## src/rtl/lfsr_prng.sv

```systemverilog
// Parametrised Galois LFSR pseudo-random generator (right-shift form).
// Supports WIDTH of 8/16/24/32 with STEPS shifts unrolled per accepted advance.
// Optional period monitor compiled in with `define LFSR_PRNG_PERIOD_MON_EN; it adds a
// reference-seed register, a 32-bit advance counter and a period pulse. When the macro
// is undefined, period_o and step_cnt_o are tied to zero and no monitor logic exists.
module lfsr_prng #(
  parameter int unsigned WIDTH        = 16,
  parameter int unsigned STEPS        = 1,
  parameter logic [31:0] DEFAULT_SEED = 32'hACE1
) (
  input  logic             clk_i,
  input  logic             rst_i,
  input  logic             next_i,
  input  logic             seed_valid_i,
  input  logic [WIDTH-1:0] seed_i,
  output logic [WIDTH-1:0] rand_o,
  output logic             seed_err_o,
  output logic             period_o,
  output logic [31:0]      step_cnt_o
);

  // Maximal-length feedback masks for the supported widths.
  function automatic logic [31:0] mask_for(input int unsigned w);
    case (w)
      8:       return 32'h0000_00B8;
      16:      return 32'h0000_B400;
      24:      return 32'h00E1_0000;
      32:      return 32'h8020_0003;
      default: return 32'h0000_0000;
    endcase
  endfunction

  localparam logic [31:0]      MaskFull = mask_for(WIDTH);
  localparam logic [WIDTH-1:0] Mask     = MaskFull[WIDTH-1:0];
  localparam logic [WIDTH-1:0] SeedInit = DEFAULT_SEED[WIDTH-1:0];

  // Elaboration-time parameter legality.
  if (!(WIDTH == 8 || WIDTH == 16 || WIDTH == 24 || WIDTH == 32)) begin : g_bad_width
    $error("lfsr_prng: WIDTH must be 8, 16, 24 or 32");
  end
  if (STEPS < 1 || STEPS > WIDTH) begin : g_bad_steps
    $error("lfsr_prng: STEPS must be in 1..WIDTH");
  end
  if (SeedInit == '0) begin : g_bad_seed
    $error("lfsr_prng: DEFAULT_SEED truncated to WIDTH must be non-zero");
  end

  logic [WIDTH-1:0] state_q, state_d;
  logic [WIDTH-1:0] adv;
  logic [WIDTH-1:0] seed_val;
  logic             seed_zero;
  logic             seed_err_q;

  // STEPS Galois shifts applied combinationally to the current state.
  always_comb begin
    adv = state_q;
    for (int unsigned i = 0; i < STEPS; i++) begin
      adv = {1'b0, adv[WIDTH-1:1]} ^ (adv[0] ? Mask : '0);
    end
  end

  // A zero seed would lock the LFSR up, so it is replaced by the default seed.
  always_comb begin
    seed_zero = (seed_i == '0);
    seed_val  = seed_zero ? SeedInit : seed_i;
  end

  // Next state: seed load takes priority over an advance; idle holds.
  always_comb begin
    state_d = state_q;
    if (seed_valid_i) begin
      state_d = seed_val;
    end else if (next_i) begin
      state_d = adv;
    end
  end

  // State register and registered zero-seed error pulse.
  always_ff @(posedge clk_i) begin
    if (rst_i) begin
      state_q    <= SeedInit;
      seed_err_q <= 1'b0;
    end else begin
      state_q    <= state_d;
      seed_err_q <= seed_valid_i & seed_zero;
    end
  end

  assign rand_o     = state_q;
  assign seed_err_o = seed_err_q;

`ifdef LFSR_PRNG_PERIOD_MON_EN
  logic [WIDTH-1:0] ref_q;
  logic [31:0]      cnt_q;
  logic             period_q;

  // Period monitor: counts advances and pulses when the state returns to the reference seed.
  always_ff @(posedge clk_i) begin
    if (rst_i) begin
      ref_q    <= SeedInit;
      cnt_q    <= '0;
      period_q <= 1'b0;
    end else begin
      period_q <= 1'b0;
      if (seed_valid_i) begin
        ref_q <= seed_val;
        cnt_q <= '0;
      end else if (next_i) begin
        if (adv == ref_q) begin
          period_q <= 1'b1;
          cnt_q    <= '0;
        end else begin
          cnt_q <= cnt_q + 32'd1;
        end
      end
    end
  end

  assign period_o   = period_q;
  assign step_cnt_o = cnt_q;
`else
  assign period_o   = 1'b0;
  assign step_cnt_o = '0;
`endif

endmodule

```

## config.mk

```make
export PLATFORM = sky130hd
export DESIGN_NAME = lfsr_prng
export DESIGN_NICKNAME = d
export VERILOG_FILES = /design/src/rtl/lfsr_prng.sv
export SDC_FILE = /design/constraint.sdc
export NUM_CORES = 1
export LEC_CHECK = 0
export CAP_MARGIN = 20
export CORE_AREA = 3 3 48 50
export DETAILED_ROUTE_END_ITERATION = 10
export DIE_AREA = 0 0 51 53
export DONT_BUFFER_PORTS = 1
export PLACE_DENSITY_LB_ADDON = 0.1
export SLEW_MARGIN = 20
export SYNTH_ARGS = -nofsm -noshare
export SYNTH_HDL_FRONTEND = slang
export SYNTH_SLANG_ARGS = --single-unit
```

## constraint.sdc

```tcl
create_clock -name clk_i -period 1.1 [get_ports clk_i]
set_input_delay 0.165 -clock clk_i [delete_from_list [all_inputs] [get_ports clk_i]]
set_output_delay 0.165 -clock clk_i [all_outputs]
set_load 0.05 [all_outputs]
```

==> results.json, run 1 <==
{
  "antenna_left": 0,
  "drc": 0,
  "pwr-share-comb_pct": 37.8,
  "crit_type": "reg2out",
  "p_sw_share_pct": 42.6,
  "vias": 849,
  "fin_cells": 164,
  "track_usage_pct": 16.6,
  "pwr-share-clk_pct": 19.8,
  "avgRoutedWirePerCell_um": 14.0,
  "synth-seq-cells": 17,
  "yosysSeqAreaShare_pct": 29.7,
  "crit_family": "flip-flops",
  "tritoncts": "built",
  "placedCellCount": 159,
  "crit_path_max_fanout": 6,
  "start_kind": "register",
  "cp_slowest_cell": "dfxtp_4",
  "fin_crit_ns": 1.06,
  "grt_overflow": 0,
  "fmax_mhz": 943,
  "cts_buffers": 3,
  "cts_resized": 0,
  "end_kind": "primary output",
  "grt_antenna_before_repair": 0,
  "core_um2": 1940,
  "drtIter0Drc": 35,
  "p_int_w": 0.000958,
  "leakagePower_nw": 0.536,
  "hold_class": "in2reg",
  "wl_um": 2290,
  "netSwitchingPower_w": 0.000710,
  "clkTransAtPathRegs_ns": 0.10,
  "portBuffers": 0,
  "drv_cap": 0,
  "rsz0062_at_grt": "false",
  "grt_pass1_wl_um": 3380,
  "ys_types": 21,
  "p_seq_share_pct": 42.5,
  "multi_input_area_um2": 638,
  "finalWeightedCongestion": 0.765,
  "cts_buffer_depth": 2,
  "drive_gt1_share_pct": 27.7,
  "die_h_um": 53,
  "fp-row-count": 16,
  "clock_sinks": 17,
  "setup_viol": 0,
  "yosysWarnings": 0,
  "setup-tns-final_ns": 0,
  "setup_slack_ns": 0.0395,
  "syn_area_per_cell_um2": 9.32,
  "area_growth_pct": 3.38,
  "netlist_area_um2": 1150,
  "avgViaCountPerCell": 5.18,
  "critPathMaxStageDelay_ns": 0.40,
  "critPathBufInv": 1,
  "path_cells": "buf_4",
  "finalPower_w": 0.00167,
  "postLayoutCoreUtil_pct": 61.0,
  "die_area_um2": 2700,
  "p_per_area_nw_per_um2": 1410,
  "diodes": 0,
  "ir_drop_v": 0.000943,
  "critPathArrivalTime_ns": 0.90,
  "hold_violations": 0,
  "syn_inst": 123,
  "grt_max_degree": 26,
  "grt_pass1_vias": 713,
  "regArea_um2": 349,
  "crit_required_ns": 0.94,
  "maxSlewViolCount": 0,
  "status": "finished clean",
  "dp_slack_ns": -0.00450,
  "clk_latency_ns": 0.28,
  "period_share_pct": 96.4,
  "ios": 70,
  "htree_levels": 1,
  "initial_core_util_pct": 59.0,
  "clock-root-buffer": "clkbuf_4",
  "n_fill_cell": 184,
  "skew_ns": 0.00226,
  "die_w_um": 51,
  "dp_hpwl_um": 1690,
  "finalNetCount": 158,
  "detail_route.first_pass.iterations": 4
}
-- power groups by stage --
| stage | combinational (W) | sequential, W | clock (W) |
|---|---|---|---|
| after global routing | 0.000662 | 0.000714 | 0.000360 |
| after global placement | 0.000617 | 0.000720 | 0 |
| after CTS | 0.000630 | 0.000708 | 0.000338 |
| after detailed placement | 0.000621 | 0.000722 | 0 |
| final | 0.000630 | 0.000708 | 0.000329 |
| after floorplan | 0.000503 | 0.000870 | 0 |
-- layout by cell type, fill, tap and decap left out, types with 2 or more instances in the layout --
master and count:
conb_1 33, buf_4 17, dfxtp_1 12, a21oi_1 11, nor2_1 10, mux2i_1 10
nor3b_1 8, a22oi_1 8, mux2_2 7, dfxtp_2 4, nor4_2 3, clkbuf_4 3
xor2_1 2
-- routing by layer --
| metal | GRT usage, % | share of wire [%] | up-vias |
|---|---|---|---|
| li1 | - | - | 397 |
| met1 | 22.0 | 41 | 396 |
| met2 | 26.0 | 48 | 54 |
| met3 | 3.66 | 10 | 2 |
| met4 | 6.73 | 0.61 | 0 |
| met5 | 0 | 0 | - |
-- through the flow --
| stage | area, um^2 | hold slack (ns) |
|---|---|---|
| final | 1180 | 0.0282 |
| after detailed placement | 1150 | 0.236 |
| after floorplan | 1270 | 0.302 |
| after global placement | 1150 | 0.230 |
| after CTS | 1180 | 0.0248 |
| after global routing | 1180 | 0.0285 |
-- path summary, 6_finish.rpt --
kind	start	endpoint	slack (ns)	cells past startpoint
worst max register to register	rand_o[0]$_SDFFE_PP1P_	rand_o[12]$_SDFFE_PP0P_	0.11	3
worst max-delay path	rand_o[0]$_SDFFE_PP1P_	rand_o[0]	0.04	1
worst min register to register	rand_o[12]$_SDFFE_PP0P_	rand_o[11]$_SDFFE_PP1P_	0.60	2
worst min-delay path	seed_i[9]	rand_o[9]$_SDFFE_PP0P_	0.03	2
-- layout make-up --
class	count	area share [%]
sequential	17	29.5
multi-input combinational	98	53.9
clock buffer	4	2.22
tap	27	2.85
timing repair buffer	18	11.6
-- worst reg2reg max path, stage by stage, from the launching register on --
cell,delay [ns]
dfxtp_4,0.39
xnor2_1,0.12
a211o_1,0.28
a21oi_1,0.13
-- flip-flops by register name, summed over array words and instances (netlist names) --
name and count:
rand_o 16, seed_err_o 1
-- cells in the mapped netlist (all sizes together) --
library cell | count | area [um^2]
a211o | 1 | 8.76
a21oi | 11 | 55.1
a22oi | 8 | 60.1
buf | 36 | 272
clkbuf | 4 | 16.3
conb | 1 | 3.75
dfxtp | 17 | 340
mux2 | 7 | 78.8
mux2i | 10 | 100
nand2 | 1 | 3.75
nand4 | 1 | 12.5
nor2 | 10 | 37.5
nor3b | 9 | 72.6
nor4 | 4 | 58.8
xnor2 | 1 | 8.76
xor2 | 2 | 17.5
-- repair_timing --
| action | CTS | global route |
|---|---|---|
| hold buffers | 1 | 0 |
| buffers inserted | 0 | 0 |
| endpoints found under the hold margin | 9 | 0 |
-- cells by family after synthesis --
kind of cell	count (synthesis)	share of synthesized area (%)
AND/OR/NAND/NOR	25	16.2
XOR/XNOR	3	2.29
flip-flops	17	29.7
buffers and inverters	40	25.1
multiplexers	17	15.6
other	1	0.327
AO/OA/AOI/OAI	20	10.8
Power figures use the tool's default switching activity.
==> run 2, diff against run 1 <==
--- a/config.mk
+++ b/config.mk
@@ -6,9 +6,9 @@
 export NUM_CORES = 1
 export LEC_CHECK = 0
 export CAP_MARGIN = 20
-export CORE_AREA = 3 3 48 50
+export CORE_AREA = 3 3 50 52
 export DETAILED_ROUTE_END_ITERATION = 10
-export DIE_AREA = 0 0 51 53
+export DIE_AREA = 0 0 53 55
 export DONT_BUFFER_PORTS = 1
 export PLACE_DENSITY_LB_ADDON = 0.1
 export SLEW_MARGIN = 20
==> constraint.sdc (replaced) <==
create_clock -name clk_i -period 0.95 [get_ports clk_i]
set_input_delay 0.1425 -clock clk_i [delete_from_list [all_inputs] [get_ports clk_i]]
set_output_delay 0.1425 -clock clk_i [all_outputs]
set_load 0.05 [all_outputs]
==> run 2 against run 1 <==
Net effect: the flow now finishes with violations (setup timing); final cell count is 4.3% higher; core utilization up 5.0 points; via count is 0.59% lower; clock skew grew 0.0032 ns; sequential power increased by 17%; setup slack got worse by 0.071 ns; critical path depth did not move; power increased by 22%; global-route usage is 0.24 points lower; sequential share of layout area decreased by 1.7 points.
==> results.json, run 2 (same netlist as run 1, synthesis figures left out) <==
{
  "die_h_um": 55,
  "path_cells": "buf_8",
  "leakagePower_nw": 0.616,
  "fin_crit_ns": 0.981,
  "crit_family": "flip-flops",
  "globalRouteMet3Util_pct": 2.68,
  "drive_gt1_share_pct": 36.4,
  "grtUsageMet1_pct": 22.1,
  "tritoncts": "built",
  "busiest_layer": "met2",
  "p_sw_share_pct": 41.0,
  "start_kind": "register",
  "crit_required_ns": 0.81,
  "detail_route.first_pass.iterations": 4,
  "pwr-share-comb_pct": 41.1,
  "end_kind": "primary output",
  "grt_antenna_before_repair": 0,
  "dp_hpwl_um": 1680,
  "clkTransAtPathRegs_ns": 0.09,
  "hold_class": "in2reg",
  "cp_slowest_cell": "dfxtp_4",
  "hold_violations": 0,
  "setup_slack_ns": -0.0315,
  "antenna_left": 0,
  "vias": 844,
  "finalNetCount": 164,
  "period_share_pct": 103,
  "use_met2_pct": 25.6,
  "wl_um": 2430,
  "setup_viol": 1,
  "rsz0062_at_grt": "true",
  "crit_path_max_fanout": 5,
  "initial_core_util_pct": 53.3,
  "dp_slack_ns": -0.191,
  "die_w_um": 53,
  "grt_pass1_vias": 706,
  "critPathBufInv": 1,
  "final_common_cell": "conb_1",
  "avgRoutedWirePerCell_um": 14.2,
  "ir_drop_v": 0.00105,
  "crit_type": "reg2out",
  "drc": 0,
  "diodes": 0,
  "area_growth_pct": 23.7,
  "grt_max_degree": 26,
  "clock-root-buffer": "clkbuf_4",
  "drv_cap": 0,
  "p_per_area_nw_per_um2": 1440,
  "fin_cells": 171,
  "layout_common_cells": "conb_1 (33), buf_8 (16), dfxtp_4 (13), a21oi_1 (11)",
  "placedCellCount": 160,
  "clk_latency_ns": 0.28,
  "htree_levels": 1,
  "cts_buffer_depth": 2,
  "grt_pass1_wl_um": 3410,
  "core_um2": 2150,
  "violations": "setup timing",
  "critPathArrivalTime_ns": 0.84,
  "maxSlewViolCount": 0,
  "clock_sinks": 17,
  "finalWeightedCongestion": 0.737,
  "status": "finished, violations left",
  "largest_reg_flops": 16,
  "fp-row-count": 17,
  "die_area_um2": 2920,
  "p_int_w": 0.00120,
  "cts_buffers": 3,
  "portBuffers": 0,
  "skew_ns": 0.00547,
  "finalPower_w": 0.00204,
  "p_seq_share_pct": 40.8,
  "grt_overflow": 0,
  "drtIter0Drc": 11,
  "critPathMaxStageDelay_ns": 0.40,
  "ios": 70,
  "netSwitchingPower_w": 0.000834,
  "track_usage_pct": 16.4,
  "fmax_mhz": 1020,
  "pwr-share-clk_pct": 18.1,
  "avgViaCountPerCell": 4.94
}
run 2: cell count changes in the layout (fill, tap and decap cells not counted), sizes merged:
cell         previous run  this run
buf                    17        19
dlygate4sd3             1         5
run 2: per-layer routing:
metal / up-vias / wire length [um]
met2: 45 / 1200
met3: 2 / 219
li1: 405 / -
met1: 392 / 988
met5: - / 0
met4: 0 / 19
run 2: per-stage QoR:
step                      util, %  setup TNS [ns]  area, um^2  hold WS, ns
after floorplan                 -          -0.304        1320        0.284
after global placement       55.3           -1.47        1190        0.208
after detailed placement     55.3           -1.50        1190        0.210
after CTS                    63.0         -0.0785        1350     0.000915
after global routing         66.0          -0.574        1420      0.00473
final                        66.0         -0.0315        1420       0.0107
run 2: final cells by class:
class / instances / area [um^2]
flip-flops and latches: 17 / 394
clock buffers: 4 / 26.3
multi-input cells: 98 / 646
fillers: 175 / 731
repair buffers: 24 / 317
well taps: 28 / 35.0
run 2: worst paths after layout:
kind	end	start	cells after the start	slack, ns
setup / recovery	rand_o[0]	rand_o[0]$_SDFFE_PP1P_	1	-0.03
hold / removal	rand_o[9]$_SDFFE_PP0P_	seed_i[9]	2	0.01
setup reg to reg	rand_o[12]$_SDFFE_PP0P_	rand_o[0]$_SDFFE_PP1P_	3	0
hold reg to reg	rand_o[7]$_SDFFE_PP1P_	rand_o[7]$_SDFFE_PP1P_	2	0.59
run 2: power groups by stage:
stage	clock network (W)	registers (W)	logic, W
2_1_floorplan	0	0.00101	0.000587
3_3_place_gp	0	0.000828	0.000716
3_5_place_dp	0	0.000832	0.000718
4_1_cts	0.000387	0.000829	0.000797
5_1_grt	0.000424	0.000840	0.000875
6_report	0.000368	0.000831	0.000836
run 2: repair_timing:
action,4_1_cts,5_1_grt
gates cloned,0,0
hold buffers,4,1
pin swaps,0,0
setup endpoints to repair,17,20
gates resized for setup,25,13
setup buffers,1,1
endpoints found under the hold margin,9,3
